## src/rtl/spi_master_multi.sv

```systemverilog
// SPI master: runtime CPOL/CPHA, bit order and word length, programmable SCK
// half-period divider, one-hot chip selects with optional hold across transfers.
module spi_master_multi #(
    parameter int MAX_WIDTH       = 32,
    parameter int CS_COUNT        = 4,
    parameter int CLOCK_DIV_WIDTH = 8
) (
    input  logic                         clk,
    input  logic                         rst,
    input  logic                         cfg_cpol,
    input  logic                         cfg_cpha,
    input  logic                         cfg_lsb_first,
    input  logic [CLOCK_DIV_WIDTH-1:0]   cfg_clock_div,
    input  logic [$clog2(MAX_WIDTH)-1:0] cfg_bit_count,
    input  logic [$clog2(CS_COUNT)-1:0]  cfg_cs_select,
    input  logic                         cfg_cs_hold,
    input  logic [MAX_WIDTH-1:0]         tx_data,
    input  logic                         start,
    output logic                         busy,
    output logic [MAX_WIDTH-1:0]         rx_data,
    output logic                         rx_valid,
    output logic                         sck,
    output logic                         mosi,
    input  logic                         miso,
    output logic [CS_COUNT-1:0]          cs_n
);

    localparam int BCW = $clog2(MAX_WIDTH);
    localparam int CSW = $clog2(CS_COUNT);
    localparam int ECW = BCW + 2;

    typedef enum logic [1:0] {IDLE, SETUP, SHIFT, FINISH} state_t;

    state_t                     state_q, state_d;
    logic [CLOCK_DIV_WIDTH-1:0] cnt_q;
    logic [ECW-1:0]             edge_q;

    logic [CLOCK_DIV_WIDTH-1:0] div_l;
    logic [BCW-1:0]             bits_l;
    logic                       cpha_l, lsb_l, hold_l;
    logic [MAX_WIDTH-1:0]       tx_sh, rx_sh, tx_aligned;

    logic accept, tick, odd_edge, last_edge, sck_edge, sample_en, drive_en, done;

    function automatic logic [CS_COUNT-1:0] cs_decode(input logic [CSW-1:0] sel);
        logic [CS_COUNT-1:0] m;
        m = '1;
        for (int i = 0; i < CS_COUNT; i++)
            if (sel == CSW'(i)) m[i] = 1'b0;
        return m;
    endfunction

    // MSB-first words are left-aligned so the outgoing bit is always the top bit.
    function automatic logic [MAX_WIDTH-1:0] align_tx(input logic [MAX_WIDTH-1:0] data,
                                                     input logic lsb,
                                                     input logic [BCW-1:0] bits);
        if (lsb) return data;
        return data << (MAX_WIDTH - 1 - int'(bits));
    endfunction

    function automatic logic [MAX_WIDTH-1:0] align_rx(input logic [MAX_WIDTH-1:0] sh,
                                                     input logic lsb,
                                                     input logic [BCW-1:0] bits);
        if (!lsb) return sh;
        return sh >> (MAX_WIDTH - 1 - int'(bits));
    endfunction

    function automatic logic head_bit(input logic [MAX_WIDTH-1:0] v, input logic lsb);
        return lsb ? v[0] : v[MAX_WIDTH-1];
    endfunction

    function automatic logic [MAX_WIDTH-1:0] advance(input logic [MAX_WIDTH-1:0] v,
                                                    input logic lsb);
        return lsb ? (v >> 1) : (v << 1);
    endfunction

    assign tx_aligned = align_tx(tx_data, cfg_lsb_first, cfg_bit_count);
    assign busy       = (state_q != IDLE);
    assign tick       = (cnt_q == '0);
    assign odd_edge   = ~edge_q[0];
    assign last_edge  = (edge_q == {1'b0, bits_l, 1'b1});

    always_ff @(posedge clk) begin
        if (rst) state_q <= IDLE;
        else     state_q <= state_d;
    end

    always_comb begin
        state_d   = state_q;
        accept    = 1'b0;
        sck_edge  = 1'b0;
        sample_en = 1'b0;
        drive_en  = 1'b0;
        done      = 1'b0;
        case (state_q)
            IDLE: begin
                if (start) begin
                    accept  = 1'b1;
                    state_d = SETUP;
                end
            end
            SETUP: begin
                if (tick) state_d = SHIFT;
            end
            SHIFT: begin
                if (tick) begin
                    sck_edge  = 1'b1;
                    sample_en = cpha_l ? ~odd_edge : odd_edge;
                    drive_en  = cpha_l ? odd_edge : (~odd_edge & ~last_edge);
                    if (last_edge) state_d = FINISH;
                end
            end
            FINISH: begin
                if (tick) begin
                    done    = 1'b1;
                    state_d = IDLE;
                end
            end
            default: state_d = IDLE;
        endcase
    end

    // Control and output registers
    always_ff @(posedge clk) begin
        if (rst) begin
            cnt_q    <= '0;
            edge_q   <= '0;
            sck      <= 1'b0;
            mosi     <= 1'b0;
            cs_n     <= '1;
            rx_valid <= 1'b0;
            rx_data  <= '0;
        end else begin
            rx_valid <= done;
            if (accept) cnt_q <= cfg_clock_div;
            else if (state_q != IDLE) cnt_q <= tick ? div_l : cnt_q - CLOCK_DIV_WIDTH'(1);

            if (accept)        edge_q <= '0;
            else if (sck_edge) edge_q <= edge_q + ECW'(1);

            if (state_q == IDLE) sck <= cfg_cpol;
            else if (sck_edge)   sck <= ~sck;

            if (accept && !cfg_cpha) mosi <= head_bit(tx_aligned, cfg_lsb_first);
            else if (drive_en)       mosi <= head_bit(tx_sh, lsb_l);

            // A new transfer also drops any CS held for a different target.
            if (accept)               cs_n <= cs_decode(cfg_cs_select);
            else if (done && !hold_l) cs_n <= '1;

            if (done) rx_data <= align_rx(rx_sh, lsb_l, bits_l);
        end
    end

    // Transfer configuration and shift registers
    always_ff @(posedge clk) begin
        if (accept) begin
            cpha_l <= cfg_cpha;
            lsb_l  <= cfg_lsb_first;
            div_l  <= cfg_clock_div;
            bits_l <= cfg_bit_count;
            hold_l <= cfg_cs_hold;
            tx_sh  <= cfg_cpha ? tx_aligned : advance(tx_aligned, cfg_lsb_first);
            rx_sh  <= '0;
        end else begin
            if (drive_en) tx_sh <= advance(tx_sh, lsb_l);
            if (sample_en)
                rx_sh <= lsb_l ? {miso, rx_sh[MAX_WIDTH-1:1]} : {rx_sh[MAX_WIDTH-2:0], miso};
        end
    end

endmodule

```

## config.mk

```make
export PLATFORM = sky130hd
export DESIGN_NAME = spi_master_multi
export DESIGN_NICKNAME = d
export VERILOG_FILES = /design/src/rtl/spi_master_multi.sv
export SDC_FILE = /design/constraint.sdc
export NUM_CORES = 1
export LEC_CHECK = 0
export ABC_CLOCK_PERIOD_IN_PS = 3300
export BUFFER_PORTS_ARGS = -buffer_cell sky130_fd_sc_hd__buf_2
export CELL_PAD_IN_SITES_DETAIL_PLACEMENT = 1
export CELL_PAD_IN_SITES_GLOBAL_PLACEMENT = 1
export CORE_MARGIN = 2
export CORE_UTILIZATION = 47
export DETAILED_ROUTE_END_ITERATION = 6
export PLACE_DENSITY_LB_ADDON = 0.1
export SYNTH_ARGS = -nofsm -noshare
export SYNTH_HDL_FRONTEND = slang
export SYNTH_SLANG_ARGS = --single-unit
export TNS_END_PERCENT = 100
```

## constraint.sdc

```tcl
create_clock -name clk -period 3.3 [get_ports clk]
set_input_delay 0.99 -clock clk [delete_from_list [all_inputs] [get_ports clk]]
set_output_delay 0.99 -clock clk [all_outputs]
set_load 0.005 [all_outputs]
```

# Yosys cells after proc, flatten, opt, wreduce, memory -nomap -nowiden
# Cells that the tools add are included.
[word_totals]
ff_bits = 136
inputBits = 55
out_inout_bits = 40
elab_cells = 98
[classes]
n_addsub = 4
eq_ne = 12
n_shift = 2
muxes = 46
bitwise_logic = 4
n_reduce_logical = 15
[op_table]
columns = ["operator", "count"]
rows = [
  ["$mux W32", 10],
  ["$shl A32 B32 Y32", 1],
  ["$shr A32 B32 Y32", 1],
  ["$mux W1", 25],
  ["$mux W8", 3],
  ["$reduce_bool A2 Y1", 6],
  ["$sub A5 B5 Y6 const A", 2],
  ["$mux W2", 5],
  ["$ne A2 B2 Y1 const B", 5],
  ["$eq A2 B2 Y1 const B", 4],
  ["$logic_not A8 Y1", 1],
  ["$mux W4", 2],
  ["$pmux W2 S4", 1],
  ["$sub A8 B1 Y8 const B", 1],
  ["$add A7 B1 Y7 const B", 1],
  ["$eq A7 B6 Y1", 1],
  ["$reduce_and A5 Y1", 1],
  ["$eq A2 B1 Y1 const B", 2],
  ["$logic_not A2 Y1", 2],
  ["$not A1 Y1", 3],
  ["$logic_and A1 B1 Y1", 2],
  ["$logic_not A1 Y1", 2],
  ["$reduce_or A2 Y1", 1],
  ["$and A1 B1 Y1", 1],
]

# Depth between registers and ports, before layout
[depth]
ltp_word = 8
depth_mapped = 9
depth_no_buf = 8

# Worst setup path before layout
# No wires, ideal clock.
[synth_timing]
kind = "input to register"
startpoint = "input port cfg_bit_count[0]"
endpoint = "register tx_sh[20], data pin"
setup_time_ps = 280
arrival_time_ps = 2722
required_time_ps = 3020
setup_slack_ps = 298
cell_stages = 7
path_buffers = 2
cell_sequence = "buf_6 buf_12 mux4_2 mux4_2 and2_4 a2111oi_4 a211oi_1"
[synth_via]
elab_chain_cells = 6
[synth_lines]
columns = ["element", "line", "text"]
rows = [
  ["start, declared", "14", "input logic [$clog2(MAX_WIDTH)-1:0] cfg_bit_count,"],
  ["$sub A5 B5 Y6 *", "58", "return data << (MAX_WIDTH - 1 - int'(bits));"],
  ["$shl A32 B32 Y32 *", "58", ""],
  ["$mux W32 *", "58", ""],
  ["$mux W32", "74", "return lsb ? (v >> 1) : (v << 1);"],
  ["$mux W32 *", "163", "tx_sh <= cfg_cpha ? tx_aligned : advance(tx_aligned, cfg_lsb_first);"],
  ["$mux W32 *", "157", "if (accept) begin"],
  ["end signal, assigned", "163", ""],
  ["end signal, assigned", "166", "if (drive_en) tx_sh <= advance(tx_sh, lsb_l);"],
  ["end, declared", "41", "logic [MAX_WIDTH-1:0] tx_sh, rx_sh, tx_aligned;"],
]
# Mark *: on every way between the ends. The rest lies on a longest branch, timed or not.
# A chain may end at the register's enable or synchronous reset.

# Worst setup path after layout
[layout_timing]
startpoint = "register bits_l[1]"
endpoint = "register rx_data[11]"
[layout_via]
elab_chain_cells = 3
[layout_lines]
columns = ["element", "line", "text"]
rows = [
  ["start, declared", "39", "logic [BCW-1:0] bits_l;"],
  ["start signal, assigned", "161", "bits_l <= cfg_bit_count;"],
  ["$sub A5 B5 Y6", "65", "return sh >> (MAX_WIDTH - 1 - int'(bits));"],
  ["$shr A32 B32 Y32", "65", ""],
  ["$mux W32", "65", ""],
  ["end signal, assigned", "151", "if (done) rx_data <= align_rx(rx_sh, lsb_l, bits_l);"],
  ["end, declared", "20", "output logic [MAX_WIDTH-1:0] rx_data,"],
]
# No other way between the ends.

==> flow_metrics.tcl <==
set metrics [dict create \
    status "complete, no violations" \
    post-dp-hpwl_um 26500 \
    post_cts_buffers 0 \
    worst_pin_slew_ns 0.822 \
    slew_violations 0 \
    cts_resized 0 \
    pre_cts_ws_ns 0.0239 \
    cp_max_fo 34 \
    period_minus_slack_ns 2.98 \
    p_leak_nw 4.39 \
    grt_use_total_pct 31.9 \
    ys_warn_count 0 \
    rr_worst_depth 6 \
    synth_top_cell_by_area "dfxtp_1" \
    antenna_found_initial 0 \
    placement_rows 53 \
    worstHoldPathCells 2 \
    max-vdd-ir-drop_uv 418 \
    gp_congestion 0.982 \
    drive_gt1_share_pct 23.9 \
    clockBufferDepth 2 \
    drt_wl_total_um 35900 \
    avgRoutedWirePerCell_um 24.7 \
    hold_buffers 0 \
    numPortBuffers 94 \
    power_density_mw_per_mm2 658 \
    fin_crit_sh_pct 90.3 \
    postSynthCellCount 1087 \
    areaGrowthSynthToFinish_pct 14.8 \
    hold_viol 0 \
    synthFlopType "dfxtp_1" \
    clock_latency_ns 0.43 \
    synth_cell_types 69 \
    min-delay-start "rx_data[3]$_SDFFE_PP0N_" \
    final_cell_mix "nor2_1, nand2_1, mux2i_1" \
    synth.yosys.seq_area_share_pct 31.3 \
    ys_ff_latch 136 \
    cap_violations 0 \
    required_ns 3.59 \
    initial_core_util_pct 48.3 \
    numCtsBuffers 17 \
    synth_area_leaders "dfxtp_1, mux4_2, edfxtp_1, mux2i_1, nor2_1" \
    cts_htree_levels 4 \
    final_common_cell "nor2_1" \
    fmax_mhz 335 \
    synth_top_area_share_pct 17.2 \
    die_h_um 151 \
    worstHoldPathType "reg2reg" \
    critical_path_class "reg2reg" \
    cts_tree "yes" \
    route.detailed.drc 0 \
    skew_ns 0.0131 \
    timing.setup.tns_ns 0 \
    io_pins 95 \
    cts_sinks 136 \
    synth_edf_count 48 \
    rsz0062_at_grt "no" \
    netlist_area_mm2 0.0102 \
    grt_pass1_wl_um 55800 \
    crit_arrival_ns 3.27 \
    slew-limit-headroom_pct 43.8 \
    layout_setup_ws_ns 0.319 \
    drt-vias-per-instance 6.62 \
    finalSetupViolations 0 \
    firstDrtPassIters 5 \
    synthArstFlopShare_pct 0 \
    die_x_um 151 \
    grt-ovfl-total 0 \
    layout.nets 1228 \
    drtIter0Drc 774 \
    clk_pin_slew_worst_paths_ns 0.06 \
    core_area_mm2 0.0212 \
    cp-end-kind "flop" \
    synth_nets 1150 \
    fillers 2429 \
    dr_total_vias 9631 \
    grt_start_max_net_pins 65 \
    critPathLaunch "bits_l[1]$_DFFE_PP_" \
    antenna_left 0 \
    r2r_start "bits_l[1]$_DFFE_PP_" \
    avgSynthCellArea_um2 9.41 \
    cts-root-buf "clkbuf_16" \
    grt_pass1_vias 9580 \
    die_area_mm2 0.0230 \
    start_kind "flop" \
]
## logic make-up (layout without fill, tap and decap cells)
family | count (synthesis) | in the layout | share of synthesized area (%)
AO/OA/AOI/OAI | 274 | 274 | 18.7
XOR/XNOR | 16 | 16 | 1.37
adder cells (fa/ha/maj) | 8 | 8 | 0.979
buffers and inverters | 113 | 204 | 4.88
flip-flops | 136 | 136 | 31.3
multiplexers | 184 | 184 | 26.5
other | 0 | 1 | 0
AND/OR/NAND/NOR | 356 | 356 | 16.2
## worst max-delay path: stages (launching register included)
cell and delay, ns:
edfxtp_1 0.47, buf_4 0.42, mux4_2 0.41, mux4_2 0.50
a2111oi_0 0.78, buf_4 0.22, nor3_1 0.04
## flip-flops by register name, indices dropped and copies added (netlist names), 4 cells and up
register,cells
cs_n,4
rx_data,32
edge_q,7
rx_sh,32
bits_l,5
div_l,8
cnt_q,8
tx_sh,32
## stage by stage
step | std cells | hold slack (ns) | power [mW] | cell area, um^2 | utilization [%]
3_5_place_dp | 1421 | 0.457 | 5.75 | 11100 | 52.6
6_report | 1454 | 0.467 | 7.73 | 11700 | 55.5
5_1_grt | 1453 | 0.504 | 8.16 | 11700 | 55.5
3_3_place_gp | 1421 | 0.449 | 5.65 | 11100 | 52.6
2_1_floorplan | 1087 | 0.448 | 4.73 | 10200 | -
4_1_cts | 1453 | 0.467 | 7.74 | 11700 | 55.5
## cell usage after synthesis (all sizes together) (28+ instances only)
master,count
a211oi,56
a21oi,54
buf,33
clkbuf,63
dfxtp,88
edfxtp,48
mux2i,99
mux4,68
nand2,105
nor2,115
nor2b,28
nor3,41
o21ai,35
## where the power goes
part / total [mW] / switching [mW] / internal, mW / leakage (nW)
Sequential: 2.63 / 0.389 / 2.24 / 1.17
Combinational: 3.14 / 1.86 / 1.28 / 2.92
Clock: 1.96 / 0.807 / 1.15 / 0.298
Total: 7.73 / 3.06 / 4.67 / 4.39
## path summary, 6_finish.rpt
kind	to	slack, ns
worst max-delay path	rx_data[11]$_SDFFE_PP0N_	0.32
worst min-delay path	rx_data[3]$_SDFFE_PP0N_	0.47
worst max register to register	rx_data[11]$_SDFFE_PP0N_	0.32
worst min register to register	rx_data[3]$_SDFFE_PP0N_	0.47
## per-layer routing
layer / part of all wire (%) / routed length (um) / GRT usage [%] / vias up
met5: 0 / 0 / 0 / -
met4: 2.4 / 873 / 9.68 / 0
met3: 8.0 / 2860 / 6.32 / 55
met2: 47 / 16800 / 50.9 / 427
met1: 43 / 15400 / 43.9 / 4804
li1: - / - / - / 4345
## layout make-up
class | instances | area (um^2) | area share [%]
multi-input cells | 838 | 6530 | 55.6
flip-flops and latches | 136 | 3200 | 27.3
repair buffers | 155 | 991 | 8.44
clock buffers | 20 | 478 | 4.07
well taps | 275 | 344 | 2.93
clock inverters | 12 | 129 | 1.10
inverters | 17 | 63.8 | 0.544
diodes | 1 | 2.50 | 0.0213
(Power assumes the default switching activity.)
